`src/rtl/boot_copy_sequencer.sv`:
```
// Boot-time image copier: single-outstanding AXI4-Lite master that moves WORD_COUNT words
// from flash to instruction BRAM, then releases the core's fetch enable.
module boot_copy_sequencer #(
    parameter logic [31:0] SRC_BASE    = 32'h0000_2000,
    parameter logic [31:0] DST_BASE    = 32'h0000_4000,
    parameter int          WORD_COUNT  = 2048,
    parameter int          START_DELAY = 16
) (
    input  logic        sys_clock,
    input  logic        reset,
    output logic [31:0] m_axi_araddr,
    output logic        m_axi_arvalid,
    input  logic        m_axi_arready,
    input  logic [31:0] m_axi_rdata,
    input  logic [1:0]  m_axi_rresp,
    input  logic        m_axi_rvalid,
    output logic        m_axi_rready,
    output logic [31:0] m_axi_awaddr,
    output logic        m_axi_awvalid,
    input  logic        m_axi_awready,
    output logic [31:0] m_axi_wdata,
    output logic [3:0]  m_axi_wstrb,
    output logic        m_axi_wvalid,
    input  logic        m_axi_wready,
    input  logic [1:0]  m_axi_bresp,
    input  logic        m_axi_bvalid,
    output logic        m_axi_bready,
    output logic        cpu_fetch_enable,
    output logic        boot_error,
    output logic [15:0] words_copied
);

    localparam logic [15:0] LAST_IDX      = 16'(WORD_COUNT - 1);
    localparam logic [31:0] START_DELAY_U = 32'(START_DELAY);
    localparam logic [1:0]  RESP_OKAY     = 2'b00;

    typedef enum logic [2:0] {
        S_WAIT,
        S_RD_ADDR,
        S_RD_DATA,
        S_WR,
        S_WR_RESP,
        S_DONE,
        S_ERROR
    } state_t;

    state_t      state_reg;
    logic [15:0] idx_reg;
    logic [15:0] words_reg;
    logic [31:0] delay_cnt_reg;
    logic        aw_done_reg;
    logic        w_done_reg;
    logic [31:0] araddr_reg;
    logic        arvalid_reg;
    logic        rready_reg;
    logic [31:0] awaddr_reg;
    logic        awvalid_reg;
    logic [31:0] wdata_reg;
    logic        wvalid_reg;
    logic        bready_reg;
    logic        fetch_en_reg;
    logic        boot_error_reg;
    logic [15:0] idx_next;

    assign idx_next = idx_reg + 16'd1;

    function automatic logic [31:0] word_addr(input logic [31:0] base, input logic [15:0] idx);
        return base + {14'd0, idx, 2'b00};
    endfunction

    always_ff @(posedge sys_clock or posedge reset) begin
        if (reset) begin
            state_reg      <= S_WAIT;
            idx_reg        <= '0;
            words_reg      <= '0;
            delay_cnt_reg  <= '0;
            aw_done_reg    <= 1'b0;
            w_done_reg     <= 1'b0;
            araddr_reg     <= '0;
            arvalid_reg    <= 1'b0;
            rready_reg     <= 1'b0;
            awaddr_reg     <= '0;
            awvalid_reg    <= 1'b0;
            wdata_reg      <= '0;
            wvalid_reg     <= 1'b0;
            bready_reg     <= 1'b0;
            fetch_en_reg   <= 1'b0;
            boot_error_reg <= 1'b0;
        end else begin
            case (state_reg)
                S_WAIT: begin
                    if (delay_cnt_reg + 32'd1 >= START_DELAY_U) begin
                        araddr_reg  <= word_addr(SRC_BASE, idx_reg);
                        arvalid_reg <= 1'b1;
                        state_reg   <= S_RD_ADDR;
                    end else begin
                        delay_cnt_reg <= delay_cnt_reg + 32'd1;
                    end
                end
                S_RD_ADDR: begin
                    if (m_axi_arready) begin
                        arvalid_reg <= 1'b0;
                        rready_reg  <= 1'b1;
                        state_reg   <= S_RD_DATA;
                    end
                end
                S_RD_DATA: begin
                    if (m_axi_rvalid) begin
                        rready_reg <= 1'b0;
                        if (m_axi_rresp != RESP_OKAY) begin
                            boot_error_reg <= 1'b1;
                            state_reg      <= S_ERROR;
                        end else begin
                            wdata_reg   <= m_axi_rdata;
                            awaddr_reg  <= word_addr(DST_BASE, idx_reg);
                            awvalid_reg <= 1'b1;
                            wvalid_reg  <= 1'b1;
                            aw_done_reg <= 1'b0;
                            w_done_reg  <= 1'b0;
                            state_reg   <= S_WR;
                        end
                    end
                end
                // AW and W complete independently; the slave may take them in any order.
                S_WR: begin
                    if (aw_done_reg && w_done_reg) begin
                        bready_reg <= 1'b1;
                        state_reg  <= S_WR_RESP;
                    end else begin
                        if (awvalid_reg && m_axi_awready) begin
                            awvalid_reg <= 1'b0;
                            aw_done_reg <= 1'b1;
                        end
                        if (wvalid_reg && m_axi_wready) begin
                            wvalid_reg <= 1'b0;
                            w_done_reg <= 1'b1;
                        end
                    end
                end
                S_WR_RESP: begin
                    if (m_axi_bvalid) begin
                        bready_reg <= 1'b0;
                        if (m_axi_bresp != RESP_OKAY) begin
                            boot_error_reg <= 1'b1;
                            state_reg      <= S_ERROR;
                        end else begin
                            words_reg <= words_reg + 16'd1;
                            idx_reg   <= idx_next;
                            if (idx_reg == LAST_IDX) begin
                                fetch_en_reg <= 1'b1;
                                state_reg    <= S_DONE;
                            end else begin
                                araddr_reg  <= word_addr(SRC_BASE, idx_next);
                                arvalid_reg <= 1'b1;
                                state_reg   <= S_RD_ADDR;
                            end
                        end
                    end
                end
                S_DONE:  state_reg <= S_DONE;
                S_ERROR: state_reg <= S_ERROR;
                default: begin
                    boot_error_reg <= 1'b1;
                    state_reg      <= S_ERROR;
                end
            endcase
        end
    end

    genvar gi;
    generate
        for (gi = 0; gi < 4; gi++) begin : g_wstrb
            assign m_axi_wstrb[gi] = 1'b1;
        end
    endgenerate

    assign m_axi_araddr     = araddr_reg;
    assign m_axi_arvalid    = arvalid_reg;
    assign m_axi_rready     = rready_reg;
    assign m_axi_awaddr     = awaddr_reg;
    assign m_axi_awvalid    = awvalid_reg;
    assign m_axi_wdata      = wdata_reg;
    assign m_axi_wvalid     = wvalid_reg;
    assign m_axi_bready     = bready_reg;
    assign cpu_fetch_enable = fetch_en_reg;
    assign boot_error       = boot_error_reg;
    assign words_copied     = words_reg;

endmodule

```
`config.mk`:
```
export PLATFORM = sky130hd
export DESIGN_NAME = boot_copy_sequencer
export DESIGN_NICKNAME = d
export VERILOG_FILES = /design/src/rtl/boot_copy_sequencer.sv
export SDC_FILE = /design/constraint.sdc
export NUM_CORES = 1
export LEC_CHECK = 0
export ABC_AREA = 1
export BUFFER_PORTS_ARGS = -buffer_cell sky130_fd_sc_hd__buf_2
export CAP_MARGIN = 0
export CORE_ASPECT_RATIO = 1.4
export CORE_UTILIZATION = 59
export DETAILED_ROUTE_END_ITERATION = 10
export GPL_TIMING_DRIVEN = 0
export PLACE_DENSITY = 0.86
export REMOVE_ABC_BUFFERS = 1
export SYNTH_ARGS = -nofsm -noshare
export SYNTH_HDL_FRONTEND = slang
export SYNTH_SLANG_ARGS = --single-unit
```
`constraint.sdc`:
```
create_clock -name sys_clock -period 8.6 [get_ports sys_clock]
set_input_delay 0.43 -clock sys_clock [delete_from_list [all_inputs] [get_ports sys_clock]]
set_output_delay 0.43 -clock sys_clock [all_outputs]
set_load 0.01 [all_outputs]
```
# Word level (Yosys, flattened, before mapping)

Cells that the tools add are included.
W data, S select, Z words.

Bitwise gates (word level): 4
Magnitude comparators: 1
Add/sub/neg operators: 6
Muxes and demuxes: 47
Reduce and logical (&&, ||, !) cells: 24
Equality and inequality tests: 20

Operators with widths:

| kind                     | count |
|---|---|
| $mux W32                 | 4 |
| $pmux W32 S2             | 1 |
| $add A14 B18 Y19 const A | 2 |
| $add A16 B1 Y16 const B  | 2 |
| $add A32 B1 Y32 const B  | 1 |
| $ge A32 B5 Y1 const B    | 1 |
| $ne A2 B2 Y1 const B     | 13 |
| $mux W1                  | 25 |
| $reduce_and A5 Y1        | 5 |
| $mux W3                  | 8 |
| $add A15 B18 Y19 const A | 1 |
| $pmux W3 S6              | 1 |
| $eq A16 B11 Y1 const B   | 1 |
| $pmux W1 S2              | 6 |
| $reduce_and A3 Y1        | 4 |
| $reduce_bool A2 Y1       | 6 |
| $eq A3 B3 Y1 const B     | 3 |
| $eq A3 B2 Y1 const B     | 2 |
| $pmux W1 S3              | 2 |
| $reduce_and A6 Y1        | 1 |
| $reduce_or A5 Y1         | 1 |
| $not A1 Y1               | 4 |
| $reduce_and A4 Y1        | 1 |
| $eq A3 B1 Y1 const B     | 1 |
| other kinds (4)          | 6 |

Output and inout port bits: 123
Register bits: 172

# Depth between registers and ports, before layout

Word-level depth: 6
Mapped depth: 17

# Worst setup path after synthesis

Ideal clock, no wire load.

Kind: register to register
Start point: register delay_cnt_reg[0]
End point: register araddr_reg[10] (netlist: m_axi_araddr[10])
Setup slack: 6611 ps
Path buffers: 2
Cell stages (with the launch flop): 17
Arrival time: 1872 ps
Library setup time: 117 ps
Data required time: 8483 ps
Path through: dfrtp_1 > ha_1 > nand3_1 > inv_2 > nand3_1 > nor2_2 > nand2_1 > nand2_1 > nand2_1 > nor2_1 > nand2_1 > nor2_1 > nand3_2 > buf_6 > buf_6 > nand4_1 > nand2_1

Longest elaborated chain between the ends: 4

Ends and longest elaborated chain:

| what                               | RTL line | RTL |
|---|---|---|
| start, declared                    | 50       | `logic [31:0] delay_cnt_reg;` |
| start signal, assigned             | 97       | `delay_cnt_reg <= delay_cnt_reg + 32'd1;` |
| $add A32 B1 Y32                    | 92       | `if (delay_cnt_reg + 32'd1 >= START_DELAY_U) begin` |
| $ge A32 B5 Y1                      | 92       |  |
| $ne A2 B2 Y1 (no source line)      | --       |  |
| $reduce_and A5 Y1 (no source line) | --       |  |
| end signal, assigned               | 93       | `araddr_reg <= word_addr(SRC_BASE, idx_reg);` |
| end signal, assigned               | 153      | `araddr_reg <= word_addr(SRC_BASE, idx_next);` |
| end, declared                      | 53       | `logic [31:0] araddr_reg;` |

No other way between the ends.
A chain may end at the register's enable or synchronous reset.

# Final worst setup path

Start point: register state_reg[1]
End point: register awaddr_reg[6] (netlist: m_axi_awaddr[6])

Longest elaborated chain between the ends: 2

Ends and longest elaborated chain:

| what                               | RTL line | RTL |
|---|---|---|
| start, declared                    | 47       | `state_t state_reg;` |
| start signal, assigned             | 73       | `state_reg <= S_WAIT;` |
| start signal, assigned             | 95       | `state_reg <= S_RD_ADDR;` |
| start signal, assigned             | 104      | `state_reg <= S_RD_DATA;` |
| $eq A3 B2 Y1                       | 90       | `case (state_reg)` |
| $reduce_and A3 Y1 (no source line) | --       |  |
| end signal, assigned               | 115      | `awaddr_reg <= word_addr(DST_BASE, idx_reg);` |
| end, declared                      | 56       | `logic [31:0] awaddr_reg;` |

No other way between the ends.

==> flow_results.org <==
** Critical path
- WS Path Type :: register to register
- For the worst setup path, the data required time is 8.90 ns.
- Data on the critical path arrives at its endpoint at 3.57 ns.
- Of all nets on the critical path, the largest fanout is 60.
- Crit start category :: register
- Endpoint class of the critical path :: register

** Timing
- Setup repair after global routing left no endpoint under its margin.
- Timing would allow up to 0.3057 GHz.
- At the pin with the least slew margin, the transition time is 0.8830 ns.
- Slew Limit Headroom :: 0.4099
- Fin. Hold Viols :: 0
- Final total negative setup slack :: 0 ns
- For the finished layout, the period the worst path requires is 3.271 ns.
- Final setup violation count :: 0
- Clock skew on the completed layout was measured at 0.01024 ns.
- The worst path meets setup with 5.329 ns of slack.
- Max-slew violation count :: 0
- Ratio of final minimum period to clock period :: 0.3803

** Synth
- For this run, the register share of the synthesized area comes to 0.4741.
- Synth cell types :: 36
- The Yosys step of the flow raised 0 warnings.
- In the synthesized netlist, the cells that appear most often are nand2_1, dfrtp_1, nor2_1, inv_1, nand3_1.
- Most numerous cell in the Yosys netlist :: nand2_1
- Post-synth EDFFs :: 0
- Syn avg cell area :: 7.532 um2
- The cell count after synthesis came out at 995.
- Compound-cell area share of the yosys netlist :: 0.04407
- Synthesis inferred 142 register bits.
- For this run, asynchronously set or reset flops after synthesis account for 1.000.
- Library cell with the largest summed area after synthesis :: dfrtp_1
- Top flip-flop cell by instance count after synthesis :: dfrtp_1
- Top cell type's share of synthesized area :: 0.4741
- Share of synthesized area spent on multiplexers :: 0
- Largest family of logic cells by synthesized area :: simple AND/OR/NAND/NOR gates
- In this run the cell area of the synthesized design comes to 7495 um2.
- Yosys attributes the largest share of cell area to dfrtp_1, nand2_1, nor2_1, inv_1, buf_4.
- Of the total synthesized cell area, the portion taken by XOR and XNOR cells is 0.03506.
- Post-synthesis simple-gate area fraction :: 0.3347
- Of the total synthesized cell area, the portion taken by full adders, half adders and majority gates is 0.01002.

** Routing
- Vias :: 6606
- Once detail routing completed, the nets flagged for antenna violations numbered 0.
- WL/cell :: 13.43 um
- Initial DRC count :: 350
- Number of search-and-repair iterations in the first detailed-routing pass :: 4
- Total routed wirelength :: 17.20 mm
- Dividing the detail-routed via count by the number of cells gives 5.161.
- Residual DRC :: 0

** Global routing
- The number of global-route vias before repair came to 6463.
- Overflow left after global routing :: 0
- Largest net degree at the start of global routing :: 91
- For this run, the total global-route usage over all layers was measured as 0.2734.
- Number of antenna violations at the first check in global routing :: 0
- The first global-routing pass estimated 28.88 mm of wire.

** Final layout
- The layout has 991 filler cells.
- Final #Nets :: 1167
- Once layout is complete, the cells apart from fillers number 1280.
- Compared with the post-synthesis result, the final layout area differs by 15.89%.
- Number of inserted diodes :: 0
- In the final layout, the multi-input gates occupy 3312 um2.
- Flip-flop and latch area :: 3553 um2
- Share of cells above drive strength 1 :: 0.1664

** Die
- Initial Util :: 0.6058
- Die Footprint :: 13160 um2
- Number of primary I/O pins :: 166
- Die span in y :: 135.4 um
- Number of rows created at floorplan :: 48
- Floorplan core area :: 12370 um2
- The floorplan step set the die width to 97.26 um.

** Placed design
- Routability congestion estimate :: 0.9661
- At the placement stage, the worst setup path has a slack of 5.358 ns.
- Including well taps, the total number of placed cells is 1249.
- Sum of net half-perimeters after detailed placement :: 12.17 mm
- Count of buffers from port buffering :: 131

** Min path
- The worst hold path belongs to the class input pin to asynchronous set/reset pin.

** CTS
- Post-CTS timing repair inserted 0 buffers for setup.
- CTS Hold Buffers Added :: 0
- TritonCTS built the clock tree.
- TritonCTS created 17 clock buffers.
- Clock transition at path regs :: 0.06 ns
- The tree built by TritonCTS fans out to 142 sinks.
- CTS resizes :: 0
- Worst-skew pair later-pin latency :: 0.42 ns
- CTS root buffer :: clkbuf_16
- # H-tree levels :: 4
- Maximum number of buffers from clock root to sink :: 2

** Power
- Standby leakage power :: 0.004654 uW
- Power spread over the standard cell area amounts to 285.1 nW/um2.
- Largest voltage drop on the vdd net :: 0.2043 mV
- The completed layout was analyzed and its total power is 2476 uW.

** Run
- Across the run, the number of max-cap violations was 0.

** Run status
- Status :: finished clean
-- report_power, final --
part           internal (uW)  total [uW]  leakage [uW]  switching [uW]
combinational            277         769       0.00257             492
clock                    431         730      0.000278             299
sequential               848         978       0.00181             129
total                   1560        2480       0.00465             920
-- logic make-up after synthesis --
logic type      after synthesis
simple gates                598
buf+inv                     155
flops                       142
compound gates               62
xor+xnor                     30
fa+ha+maj                     6
other cells                   2
-- metal layers --
| metal | share of wire | track usage |
|---|---|---|
| met1 | 0.40 | 0.3190 |
| met2 | 0.51 | 0.4804 |
| met3 | 0.050 | 0.05624 |
| met4 | 0.037 | 0.1348 |
| met5 | 0 | 0 |
-- cell type report --
class	count	area share
inverters	95	0.04192
repair buffers	132	0.07865
flip-flops and latches	142	0.4091
clock inverters	14	0.01844
clock buffers	17	0.04898
well taps	150	0.02161
multi-input cells	730	0.3813
-- critical path, stage by stage, from the launching register on --
cell and delay, ns:
dfrtp_1 0.40, inv_1 0.14, nor3_1 0.25, inv_1 0.14, nor2_1 0.10, inv_1 0.09
nor2_4 0.67, clkinv_2 0.89, o21ai_0 0.44
-- stage by stage --
stage          utilization  hold slack [ns]  cell area [um2]
3_5_place_dp        0.6547           0.4428             8100
4_1_cts             0.7021           0.1999             8686
2_1_floorplan            -           0.4842             7216
6_report            0.7021           0.1670             8686
5_1_grt             0.7021           0.2007             8686
3_3_place_gp        0.6514           0.4374             8059
-- placed cells by master, fill, tap and decap left out, types with 10 or more instances in the layout --
cell,Yosys,final
buf_2,1,131
clkbuf_16,0,17
conb_1,2,34
dfrtp_1,142,142
inv_1,89,88
nand2_1,373,373
nand3_1,54,54
nand4_1,30,30
nor2_1,109,108
nor3_1,10,10
o21ai_0,48,48
xor2_1,27,27
-- final timing paths --
check / depth (start not counted) / slack (ns) / startpoint / end
max in group asynchronous: 3 / 7.68 / reset / delay_cnt_reg[28]
worst min register to register: 1 / 0.46 / cpu_fetch_enable / cpu_fetch_enable
worst max register to register: 8 / 5.33 / state_reg[1] / m_axi_awaddr[6]
worst max-delay path: 8 / 5.33 / state_reg[1] / m_axi_awaddr[6]
min in group sys_clock: 3 / 0.21 / m_axi_rdata[24] / m_axi_wdata[24]
worst min-delay path: 2 / 0.17 / reset / m_axi_wdata[15]
Note: power is estimated with default switching activity, not from simulation.
